===== src/rtl/gate_drv.sv =====
// Half-bridge gate driver: turns the selected oscillation into complementary gate
// signals with dead time, edge-synchronous burst gating, burst/edge watchdogs and OCD latch.
module gate_drv #(
  parameter int CLK_MHZ         = 100,
  parameter int DEAD_TIME_NS    = 100,
  parameter int MAX_ON_US       = 200,
  parameter int EDGE_TIMEOUT_US = 4
) (
  input  logic clk,
  input  logic rst,
  input  logic sig,
  input  logic en,
  input  logic ocd,
  output logic out_a,
  output logic out_b,
  output logic busy,
  output logic fault
);

  localparam int DT_CNT  = CLK_MHZ * DEAD_TIME_NS / 1000;
  localparam int MAX_CNT = CLK_MHZ * MAX_ON_US;
  localparam int TO_CNT  = CLK_MHZ * EDGE_TIMEOUT_US;
  localparam int DT_W    = (DT_CNT > 1) ? $clog2(DT_CNT) : 1;
  localparam int MAX_W   = (MAX_CNT > 1) ? $clog2(MAX_CNT) : 1;
  localparam int TO_W    = (TO_CNT > 1) ? $clog2(TO_CNT) : 1;

  if (DT_CNT < 1) begin : g_dt_chk
    $error("gate_drv: dead time must be at least one clock");
  end

  typedef enum logic [2:0] {IDLE, DEAD, DRIVE_A, DRIVE_B, FAULT} state_t;

  state_t           state_r;
  logic             sig_r, sig_prev_r, en_r, ocd_r;
  logic             stop_r, lock_r;
  logic [DT_W-1:0]  dt_cnt_r;
  logic [MAX_W-1:0] burst_cnt_r;
  logic [TO_W-1:0]  to_cnt_r;
  logic             edge_s, burst_end_s, stop_s, timeout_s;

  // Input synchronisation and edge history
  always_ff @(posedge clk) begin
    if (rst) begin
      sig_r      <= 1'b0;
      sig_prev_r <= 1'b0;
      en_r       <= 1'b0;
      ocd_r      <= 1'b0;
    end else begin
      sig_r      <= sig;
      sig_prev_r <= sig_r;
      en_r       <= en;
      ocd_r      <= ocd;
    end
  end

  // Decode of edge, burst stop and watchdog conditions
  always_comb begin
    edge_s      = sig_r ^ sig_prev_r;
    burst_end_s = (burst_cnt_r == MAX_W'(MAX_CNT - 1));
    stop_s      = stop_r | ~en_r | burst_end_s;
    timeout_s   = (to_cnt_r == TO_W'(TO_CNT - 1));
  end

  // Gate FSM; lock_r holds off a restart after a watchdog stop until en is released
  always_ff @(posedge clk) begin
    if (rst) begin
      state_r     <= IDLE;
      out_a       <= 1'b0;
      out_b       <= 1'b0;
      busy        <= 1'b0;
      fault       <= 1'b0;
      stop_r      <= 1'b0;
      lock_r      <= 1'b0;
      dt_cnt_r    <= '0;
      burst_cnt_r <= '0;
      to_cnt_r    <= '0;
    end else if (ocd_r && (state_r != FAULT)) begin
      state_r <= FAULT;
      out_a   <= 1'b0;
      out_b   <= 1'b0;
      busy    <= 1'b0;
      fault   <= 1'b1;
      stop_r  <= 1'b0;
    end else begin
      case (state_r)
        IDLE: begin
          out_a <= 1'b0;
          out_b <= 1'b0;
          if (!en_r) begin
            lock_r <= 1'b0;
            busy   <= 1'b0;
          end else if (!lock_r) begin
            state_r     <= DEAD;
            busy        <= 1'b1;
            dt_cnt_r    <= DT_W'(DT_CNT - 1);
            burst_cnt_r <= '0;
            to_cnt_r    <= '0;
            stop_r      <= 1'b0;
          end else begin
            busy <= 1'b0;
          end
        end
        DEAD: begin
          busy <= 1'b1;
          if (dt_cnt_r == DT_W'(0)) begin
            to_cnt_r <= '0;
            if (sig_r) begin
              state_r <= DRIVE_A;
              out_a   <= 1'b1;
              out_b   <= 1'b0;
            end else begin
              state_r <= DRIVE_B;
              out_a   <= 1'b0;
              out_b   <= 1'b1;
            end
          end else begin
            dt_cnt_r <= dt_cnt_r - DT_W'(1);
          end
        end
        DRIVE_A, DRIVE_B: begin
          if (!burst_end_s) begin
            burst_cnt_r <= burst_cnt_r + MAX_W'(1);
          end
          if (edge_s) begin
            out_a    <= 1'b0;
            out_b    <= 1'b0;
            to_cnt_r <= '0;
            if (stop_s) begin
              state_r <= IDLE;
              busy    <= 1'b0;
              stop_r  <= 1'b0;
              lock_r  <= burst_end_s;
            end else begin
              state_r  <= DEAD;
              busy     <= 1'b1;
              dt_cnt_r <= DT_W'(DT_CNT - 1);
            end
          end else if (timeout_s) begin
            state_r  <= IDLE;
            out_a    <= 1'b0;
            out_b    <= 1'b0;
            busy     <= 1'b0;
            stop_r   <= 1'b0;
            lock_r   <= 1'b1;
            to_cnt_r <= '0;
          end else begin
            busy     <= 1'b1;
            stop_r   <= stop_s;
            to_cnt_r <= to_cnt_r + TO_W'(1);
          end
        end
        FAULT: begin
          out_a <= 1'b0;
          out_b <= 1'b0;
          busy  <= 1'b0;
          if (!ocd_r && !en_r) begin
            state_r <= IDLE;
            fault   <= 1'b0;
          end else begin
            fault   <= 1'b1;
          end
        end
        default: begin
          state_r <= IDLE;
          out_a   <= 1'b0;
          out_b   <= 1'b0;
          busy    <= 1'b0;
          stop_r  <= 1'b0;
        end
      endcase
    end
  end

endmodule


===== config.mk =====
export PLATFORM = sky130hd
export DESIGN_NAME = gate_drv
export DESIGN_NICKNAME = d
export VERILOG_FILES = /design/src/rtl/gate_drv.sv
export SDC_FILE = /design/constraint.sdc
export NUM_CORES = 1
export LEC_CHECK = 0
export BUFFER_PORTS_ARGS = -buffer_cell sky130_fd_sc_hd__buf_2
export CAP_MARGIN = 15
export CORE_MARGIN = 5
export CORE_UTILIZATION = 60
export DETAILED_ROUTE_END_ITERATION = 10
export MAX_ROUTING_LAYER = met4
export PLACE_DENSITY = 0.87
export SLEW_MARGIN = 30
export SYNTH_ARGS = -nofsm -noshare
export SYNTH_HDL_FRONTEND = slang
export SYNTH_SLANG_ARGS = --single-unit
export TNS_END_PERCENT = 1

===== constraint.sdc =====
create_clock -name clk -period 2.6 [get_ports clk]
set_input_delay 0.26 -clock clk [delete_from_list [all_inputs] [get_ports clk]]
set_output_delay 0.26 -clock clk [all_outputs]
set_load 0.01 [all_outputs]

# Yosys cells after proc, flatten, opt, wreduce, memory -nomap -nowiden
# Index checks and enable logic that the tools add are counted.
[word_totals]
mem_bits_ro = 0
regBits = 41
n_memories = 0
in_bits = 5
wordCells = 121
ram_bits = 0
output_inout_bits = 4
latch_bits = 0
[classes]
n_div = 0
bitwise = 6
mux = 54
reduce_logical = 20
n_shift = 0
add_sub_neg = 3
n_eq_ne = 23
n_mul = 0
order_cmp = 0
[op_table]
columns = ["op", "n"]
rows = [
  ["2-to-1 mux 15 bit", 3],
  ["2-to-1 mux 9 bit", 5],
  ["one-hot mux 15 bit (2 select lines)", 1],
  ["one-hot mux 9 bit (3 select lines)", 1],
  ["2-to-1 mux 1 bit", 25],
  ["AND reduction 5 bit", 5],
  ["2-to-1 mux 3 bit", 7],
  ["inequality test 3 bit, second input constant", 7],
  ["2-to-1 mux 4 bit", 5],
  ["inequality test 2 bit, second input constant", 9],
  ["adder 15 x 1 -> 15 bit, second input constant", 1],
  ["== test 15 bit, second input constant", 1],
  ["one-hot mux 3 bit (4 select lines)", 1],
  ["one-hot mux 4 bit (3 select lines)", 1],
  ["adder 9 x 1 -> 9 bit, second input constant", 1],
  ["== test 9 bit, second input constant", 1],
  ["AND reduction 7 bit", 1],
  ["== test 3 x 2 -> 1 bit, second input constant", 2],
  ["one-hot mux 1 bit (2 select lines)", 3],
  ["one-hot mux 1 bit (3 select lines)", 2],
  ["OR reduction 2 bit", 3],
  ["logical NOT 4 bit", 1],
  ["inequality test 4 bit, second input constant", 1],
  ["AND reduction 4 bit", 1],
  ["other kinds (12)", 18],
]

# Depth between registers and ports, before layout
# Gate-level depths: netlist of the first run.
[depth]
ltp_word = 7
ltp_mapped = 8
mapped_depth_nobuf = 7

# Worst setup path after synthesis of the first run
# No wires, ideal clock.
[synth_timing]
path_kind = "register to register"
startpoint = "register burst_cnt_r[7]"
endpoint = "register burst_cnt_r[13]"
setup_time_ps = 128
synth_period_minus_slack_ps = 1826
n_path_buf = 1
t_arrival_ps = 1698
setup_slack_ps = 774
path_stages_with_launch = 7
t_required_ps = 2472
path_cell_list = "dfxtp_1 or4b_4 nor4_4 buf_4 nor4_1 xnor2_1 nor2_1"
[synth_via]
elab_chain_len = 3
word_cells_on_any_way = 6
classes_between = "1 x add/sub; 2 x eq/ne; 2 x mux; 1 x reduce/logical"
[synth_rtl]
columns = ["element", "line", "rtl"]
rows = [
  ["start: declaration", "37", "logic [MAX_W-1:0] burst_cnt_r;"],
  ["start signal: assignment", "122", "burst_cnt_r <= burst_cnt_r + MAX_W'(1);"],
  ["adder 15 x 1 -> 15 bit / == test 15 bit (equally long branches)", "122, 59", ""],
  ["2-to-1 mux 15 bit / inequality test 2 bit (equally long branches)", "n/a", ""],
  ["one-hot mux 15 bit (2 select lines) / AND reduction 5 bit (equally long branches)", "n/a", ""],
]
# Parallel ways exist; a longest one is shown, timed or not. The select of a mux whose other input is x is not followed.
# A chain may end at the register's enable or synchronous reset.

# Worst setup path after layout of the first run
[layout_timing]
startpoint = "register burst_cnt_r[8]"
endpoint = "register burst_cnt_r[11]"
# The elaborated chain is that of the path after synthesis.

==> impl_metrics.tcl, run 1 <==
set metrics [dict create \
    outcome "finished clean" \
    avgSynthCellArea_um2 8.70 \
    intPower_mw 0.818 \
    syn_inst 233 \
    wl_per_cell_um 13.4 \
    yosys-top-cells-area "dfxtp_1 40%, nor2_1 6.7%, xnor2_1 6.5%" \
    grt_pass1_vias 1550 \
    post-cts-setup-buffers 0 \
    cp.required_ns 2.90 \
    path_cells "or4b_4 -> nor4_4 -> buf_4 -> nor4_2 -> a311oi_1 -> a41o_1" \
    antenna_cells 0 \
    synthFlopType "dfxtp_1" \
    viasPerCell 5.81 \
    ios 9 \
    setup_viol 0 \
    nNetsFinal 253 \
    drt-total-wl_um 3900 \
    grt_antenna_before_repair 0 \
    yosysWarnings 0 \
    place.gp.congestion 0.860 \
    clk_pin_slew_ns 0.11 \
    hold_buffers 0 \
    synth_edf_count 0 \
    drive_above_1_share_pct 8.98 \
    drc_errors 0 \
    die_y_um 68.1 \
    synth_top_area_share_pct 40.5 \
    clock_path_buffers 2 \
    drtPass1Iterations 4 \
    dp_slack_ns 0.499 \
    seqPwrFrac_pct 59.6 \
    setup_slack_ns 0.464 \
    seq_area_frac_synth_pct 40.5 \
    critPathMaxStageDelay_ns 0.56 \
    leakagePower_nw 0.796 \
    cts_tree "done" \
    cp_slowest_cell "or4b_4" \
    yosys.area.top_type "dfxtp_1" \
    relSlewSlack_pct 51.3 \
    cp_num_buf_inv 1 \
    core_area_um2 3310 \
    power_switching_share_pct 27.7 \
    grt_pass1_wl_um 6840 \
    netlist-cell-type-count 48 \
    maxCapViolations 0 \
    start_util_pct 61.2 \
    antenna_left 0 \
    critPathTopFamily "simple AND/OR/NAND/NOR gates" \
    p_switching_mw 0.314 \
    first_iter_violations 97 \
    rsz0062_at_grt "no" \
    syn-num-nets 242 \
    cts_resized 0 \
    hpwlAfterDp_um 2820 \
    ys_ff_latch 41 \
    peakVddDrop_mv 0.387 \
    overflow 0 \
    start_kind "flip-flop" \
    max_freq_mhz 468 \
    htree_levels 2 \
    cp-end-kind "flip-flop" \
    cts_root_buffer "clkbuf_4" \
    critPathKind "flip-flop to flip-flop" \
    fin_tns_setup_ns 0 \
    clock-sinks 41 \
    grt_max_degree 19 \
    drv_slew 0 \
    vias 1690 \
    syn_to_final_growth_pct 6.98 \
    track_usage_pct 20.2 \
    tightest_slew_ns 0.729 \
    insertion_delay_ns 0.35 \
    portBuffers 8 \
    final_hold_viol_count 0 \
    hold_path.class "primary input to flip-flop" \
    worstPathArrival_ns 2.43 \
    die_x_um 68.1 \
    comb_power_share_pct 13.3 \
    path_max_fanout 9 \
    min_period_ns 2.14 \
    clock_skew_ns 0.00691 \
    async_reset_ff_share_pct 0 \
    power.density_nw_per_um2 522 \
    rows 21 \
    fin_crit_sh_pct 82.2 \
    numCtsBuffers 5 \
    die_area_um2 4640 \
    power.share.clock_pct 27.1 \
    synthesis.area_um2 2030 \
]
metrics by stage:
stage / cell area [um^2] / utilization, % / total power [mW] / cells / hold slack (ns)
global route: 2170 / 65.5 / 1.21 / 291 / 0.0968
global placement: 2120 / 64.0 / 0.836 / 283 / 0.441
finish: 2170 / 65.5 / 1.13 / 291 / 0.117
CTS: 2170 / 65.5 / 1.14 / 291 / 0.0992
detailed placement: 2120 / 64.0 / 0.838 / 283 / 0.449
floorplan: 2030 / - / 0.801 / 233 / 0.388
cell families (layout without fill, tap and decap cells):
| group | Yosys count | after routing | synth area share, % |
|---|---|---|---|
| muxes | 1 | 1 | 0.494 |
| AOI/OAI and AO/OA | 40 | 40 | 13.7 |
| buffers and inverters | 14 | 26 | 2.84 |
| DFF | 41 | 41 | 40.5 |
| adders and majority gates | 4 | 4 | 2.47 |
| and+or+nand+nor | 112 | 112 | 30.9 |
| xor gates and xnor gates | 21 | 21 | 9.07 |
layout make-up:
cell class,count,area (um^2)
multi-input combinational,178,1150
fill,283,1140
inverter,6,22.5
timing repair buffer,12,70.1
sequential,41,821
tap,46,57.6
clock buffer,8,48.8
Yosys cell counts, types with 2 or more instances:
cell type and n:
dfxtp_1 41, nand2b_1 6, a21oi_1 8, o32ai_1 3
nor3_1 9, o21ai_1 4, and4_1 3, nand3_1 6
a311oi_1 4, xor2_1 6, nor4_1 2, xnor2_1 15
nor2b_1 5, nor3b_1 5, clkbuf_1 6, nand2_1 14
o21a_1 2, a31oi_1 2, nor4b_1 3, o211ai_1 2
and3_1 5, o21ai_0 3, inv_1 6, ha_1 4
a21o_1 4, nor4_2 2, nand4_1 7, nor2_1 36
cells in the final DEF, fill, tap and decap left out, drive strengths merged, types with 2 or more instances in the layout:
cell type  synthesis  final
nand4              7      7
o211ai             2      2
nand3              6      6
nor4               5      5
a21oi              8      8
nor2              36     36
nor4b              3      3
buf                2     12
nand2b             6      6
a21o               4      4
and3               5      5
dfxtp             41     41
o21a               2      2
or4b               2      2
xnor2             15     15
ha                 4      4
o32ai              3      3
and4               3      3
o21ai              7      7
a31oi              2      2
clkbuf             6      8
xor2               6      6
a311oi             4      4
nor3               9      9
inv                6      6
nor3b              5      5
nand2             14     14
nor2b              5      5
power groups by stage:
stage / sequential, mW / combinational [mW] / clock (mW)
6_report: 0.675 / 0.151 / 0.307
5_1_grt: 0.680 / 0.171 / 0.355
4_1_cts: 0.674 / 0.150 / 0.319
3_5_place_dp: 0.688 / 0.150 / 0
3_3_place_gp: 0.688 / 0.149 / 0
2_1_floorplan: 0.679 / 0.123 / 0
final timing paths:
| check | slack, ns | cells past startpoint | startpoint | endpoint |
|---|---|---|---|---|
| setup / recovery | 0.46 | 6 | burst_cnt_r[8] | burst_cnt_r[11] |
| hold / removal | 0.12 | 2 | sig | sig_r |
| setup reg to reg | 0.46 | 6 | burst_cnt_r[8] | burst_cnt_r[11] |
| hold reg to reg | 0.47 | 2 | fault | fault |
routing by layer:
metal	routed length, um	track usage, %	vias up	share of wire [%]
met5	0	-	-	0
met4	65	9.68	0	1.7
met3	136	4.43	5	3.5
met2	1880	31.4	28	48
met1	1820	24.8	795	47
li1	-	-	862	-
registers in the layout, summed over array words and instances, names as in the netlist, 3 cells and up:
register and count:
state_r 3, dt_cnt_r 4, burst_cnt_r 15, to_cnt_r 9
(Power assumes the default switching activity.)
==> inputs of run 2 (changes only) <==
--- a/config.mk
+++ b/config.mk
@@ -8,10 +8,10 @@
 export BUFFER_PORTS_ARGS = -buffer_cell sky130_fd_sc_hd__buf_2
 export CAP_MARGIN = 15
 export CORE_MARGIN = 5
-export CORE_UTILIZATION = 60
+export CORE_UTILIZATION = 54
 export DETAILED_ROUTE_END_ITERATION = 10
 export MAX_ROUTING_LAYER = met4
-export PLACE_DENSITY = 0.87
+export PLACE_DENSITY = 0.83
 export SLEW_MARGIN = 30
 export SYNTH_ARGS = -nofsm -noshare
 export SYNTH_HDL_FRONTEND = slang
==> constraint.sdc (replaced) <==
create_clock -name clk -period 1.7 [get_ports clk]
set_input_delay 0.17 -clock clk [delete_from_list [all_inputs] [get_ports clk]]
set_output_delay 0.17 -clock clk [all_outputs]
set_load 0.01 [all_outputs]
==> run 2 against run 1 <==
First-iteration DRC count grew 21%. Largest cell class unchanged. Clock skew grew 0.0021 ns. Sequential share of layout area shrank 6.6 points. Combinational power grew to 2.6 times the previous value. Count of clock-buffer cells in the layout shrank 1. Global-route usage shrank 0.28 points. Via count grew 13%. Cell area grew 22%. Largest power group unchanged. Non-clock buffer count grew 40. Critical path depth grew 2. Flip-flop and latch count is the same. Critical endpoint is now to_cnt_r[8]. Utilization grew 6.7 points. The flow now finishes with violations (negative setup slack).
==> impl_metrics.tcl, run 2 (synthesis gave the netlist of run 1 again) <==
set metrics [dict create \
    place.gp.congestion 0.886 \
    drive_above_1_share_pct 29.1 \
    start_util_pct 55.4 \
    cp_num_buf_inv 3 \
    clock-sinks 41 \
    start_kind "flip-flop" \
    leakagePower_nw 1.06 \
    hold_buffers 0 \
    rsz0062_at_grt "yes" \
    fin_util_pct 72.1 \
    numCtsBuffers 5 \
    track_usage_pct 19.9 \
    fillCellCount 257 \
    outcome "finished, violations left" \
    cts_tree "done" \
    portBuffers 8 \
    drt-total-wl_um 4840 \
    top_regs "burst_cnt_r x15, to_cnt_r x9, dt_cnt_r x4" \
    layout_common_cells "42 x buf_4, 37 x dfxtp_1, 34 x nor2_1" \
    comb_power_share_pct 17.9 \
    total_power_mw 2.23 \
    hp-start "en" \
    ios 9 \
    seqPwrFrac_pct 45.6 \
    power.density_nw_per_um2 845 \
    tightest_slew_ns 0.480 \
    first_iter_violations 117 \
    cp_slowest_cell "or3b_4" \
    die_area_um2 5080 \
    wl_per_cell_um 14.5 \
    rows 22 \
    peakVddDrop_mv 0.726 \
    p_switching_mw 0.571 \
    dp_slack_ns -0.173 \
    core_area_um2 3660 \
    die_y_um 71.3 \
    min_period_ns 1.89 \
    grt_pass1_vias 1828 \
    die_x_um 71.3 \
    power.share.clock_pct 36.5 \
    clock_path_buffers 2 \
    drc_errors 0 \
    setup_slack_ns -0.194 \
    overflow 0 \
    htree_levels 2 \
    grt_antenna_before_repair 0 \
    vias 1904 \
    max_flop_register "burst_cnt_r" \
    worst-r2r-setup-slack_ns -0.19 \
    hold_path.class "primary input to flip-flop" \
    path_max_fanout 8 \
    violations "negative setup slack" \
    r2r_end "to_cnt_r[8]" \
    relSlewSlack_pct 67.9 \
    grt_max_degree 19 \
    critPathKind "flip-flop to flip-flop" \
    drtPass1Iterations 4 \
    antenna_left 0 \
    worstPathArrival_ns 2.08 \
    path_cells "inv_2 -> ha_4 -> or3b_4 -> a221oi_4 -> buf_2 -> buf_4 -> a21o_4 -> nor2_1" \
    grt_pass1_wl_um 8050 \
    maxCapViolations 0 \
    r2r_cells 8 \
    critPathTopFamily "simple AND/OR/NAND/NOR gates" \
    cp.required_ns 1.89 \
    intPower_mw 1.66 \
    antenna_cells 0 \
    clk_pin_slew_ns 0.08 \
    final_hold_viol_count 0 \
    nNetsFinal 293 \
    critPathMaxStageDelay_ns 0.41 \
    viasPerCell 5.72 \
    syn_to_final_growth_pct 30.3 \
    power_switching_share_pct 25.6 \
    r2r_start "dt_cnt_r[1]" \
    cp-end-kind "flip-flop" \
    final_common_cell "buf_4" \
    insertion_delay_ns 0.30 \
    clock_skew_ns 0.00898 \
    hold_end "en_r" \
    cts_root_buffer "clkbuf_8" \
    crit_start "dt_cnt_r[1]" \
    setup_viol 22 \
    whs_ns 0.0813 \
    max_freq_mhz 528 \
    largest_reg_flops 15 \
    fin_crit_sh_pct 111 \
    drv_slew 0 \
    worstHoldPathCells 2 \
    hpwlAfterDp_um 3200 \
]
[run 2: timing repair]
item | 4_1_cts | 5_1_grt
endpoints found under the setup margin | 25 | 33
gates resized for setup | 5 | 18
cloned | 0 | 1
buffers inserted | 0 | 2
pin swaps | 5 | 7
[run 2: layout make-up]
| cell class | instances | area (um^2) | share of cell area (%) |
|---|---|---|---|
| flip-flops and latches | 41 | 826 | 31.3 |
| inverters | 6 | 22.5 | 0.853 |
| multi-input cells | 178 | 1240 | 47.1 |
| clock buffers | 7 | 86.3 | 3.27 |
| clock inverters | 1 | 30.0 | 1.14 |
| repair buffers | 52 | 372 | 14.1 |
| well taps | 48 | 60.1 | 2.27 |
[run 2: worst max path at each step]
stage                            to  slack (ns)  cells after the start
floorplan           burst_cnt_r[13]       -0.02                      6
global placement        to_cnt_r[4]       -0.14                      8
detailed placement      to_cnt_r[4]       -0.17                      8
CTS                     to_cnt_r[4]       -0.16                      8
global route            to_cnt_r[4]       -0.27                      8
finish                  to_cnt_r[8]       -0.19                      8
[run 2: layer usage]
metal,global-route usage (%),vias up,routed length [um]
met1,24.7,909,2150
met3,4.77,10,214
met4,8.14,0,74
li1,-,940,-
met5,-,-,0
met2,31.1,45,2400
[run 2: power groups by stage]
stage | Clock (mW) | Sequential [mW] | Combinational (mW)
2_1_floorplan | 0 | 1.04 | 0.194
3_3_place_gp | 0 | 1.03 | 0.331
3_5_place_dp | 0 | 1.03 | 0.337
4_1_cts | 0.823 | 1.01 | 0.354
5_1_grt | 0.866 | 1.02 | 0.434
6_report | 0.814 | 1.02 | 0.399
[run 2: metrics by stage]
step	std cells	area (um^2)	TNS, ns
after floorplan	233	2040	-0.244
after global placement	322	2410	-1.28
after detailed placement	322	2410	-1.74
after CTS	330	2550	-1.50
after global routing	333	2640	-5.00
final	333	2640	-2.43
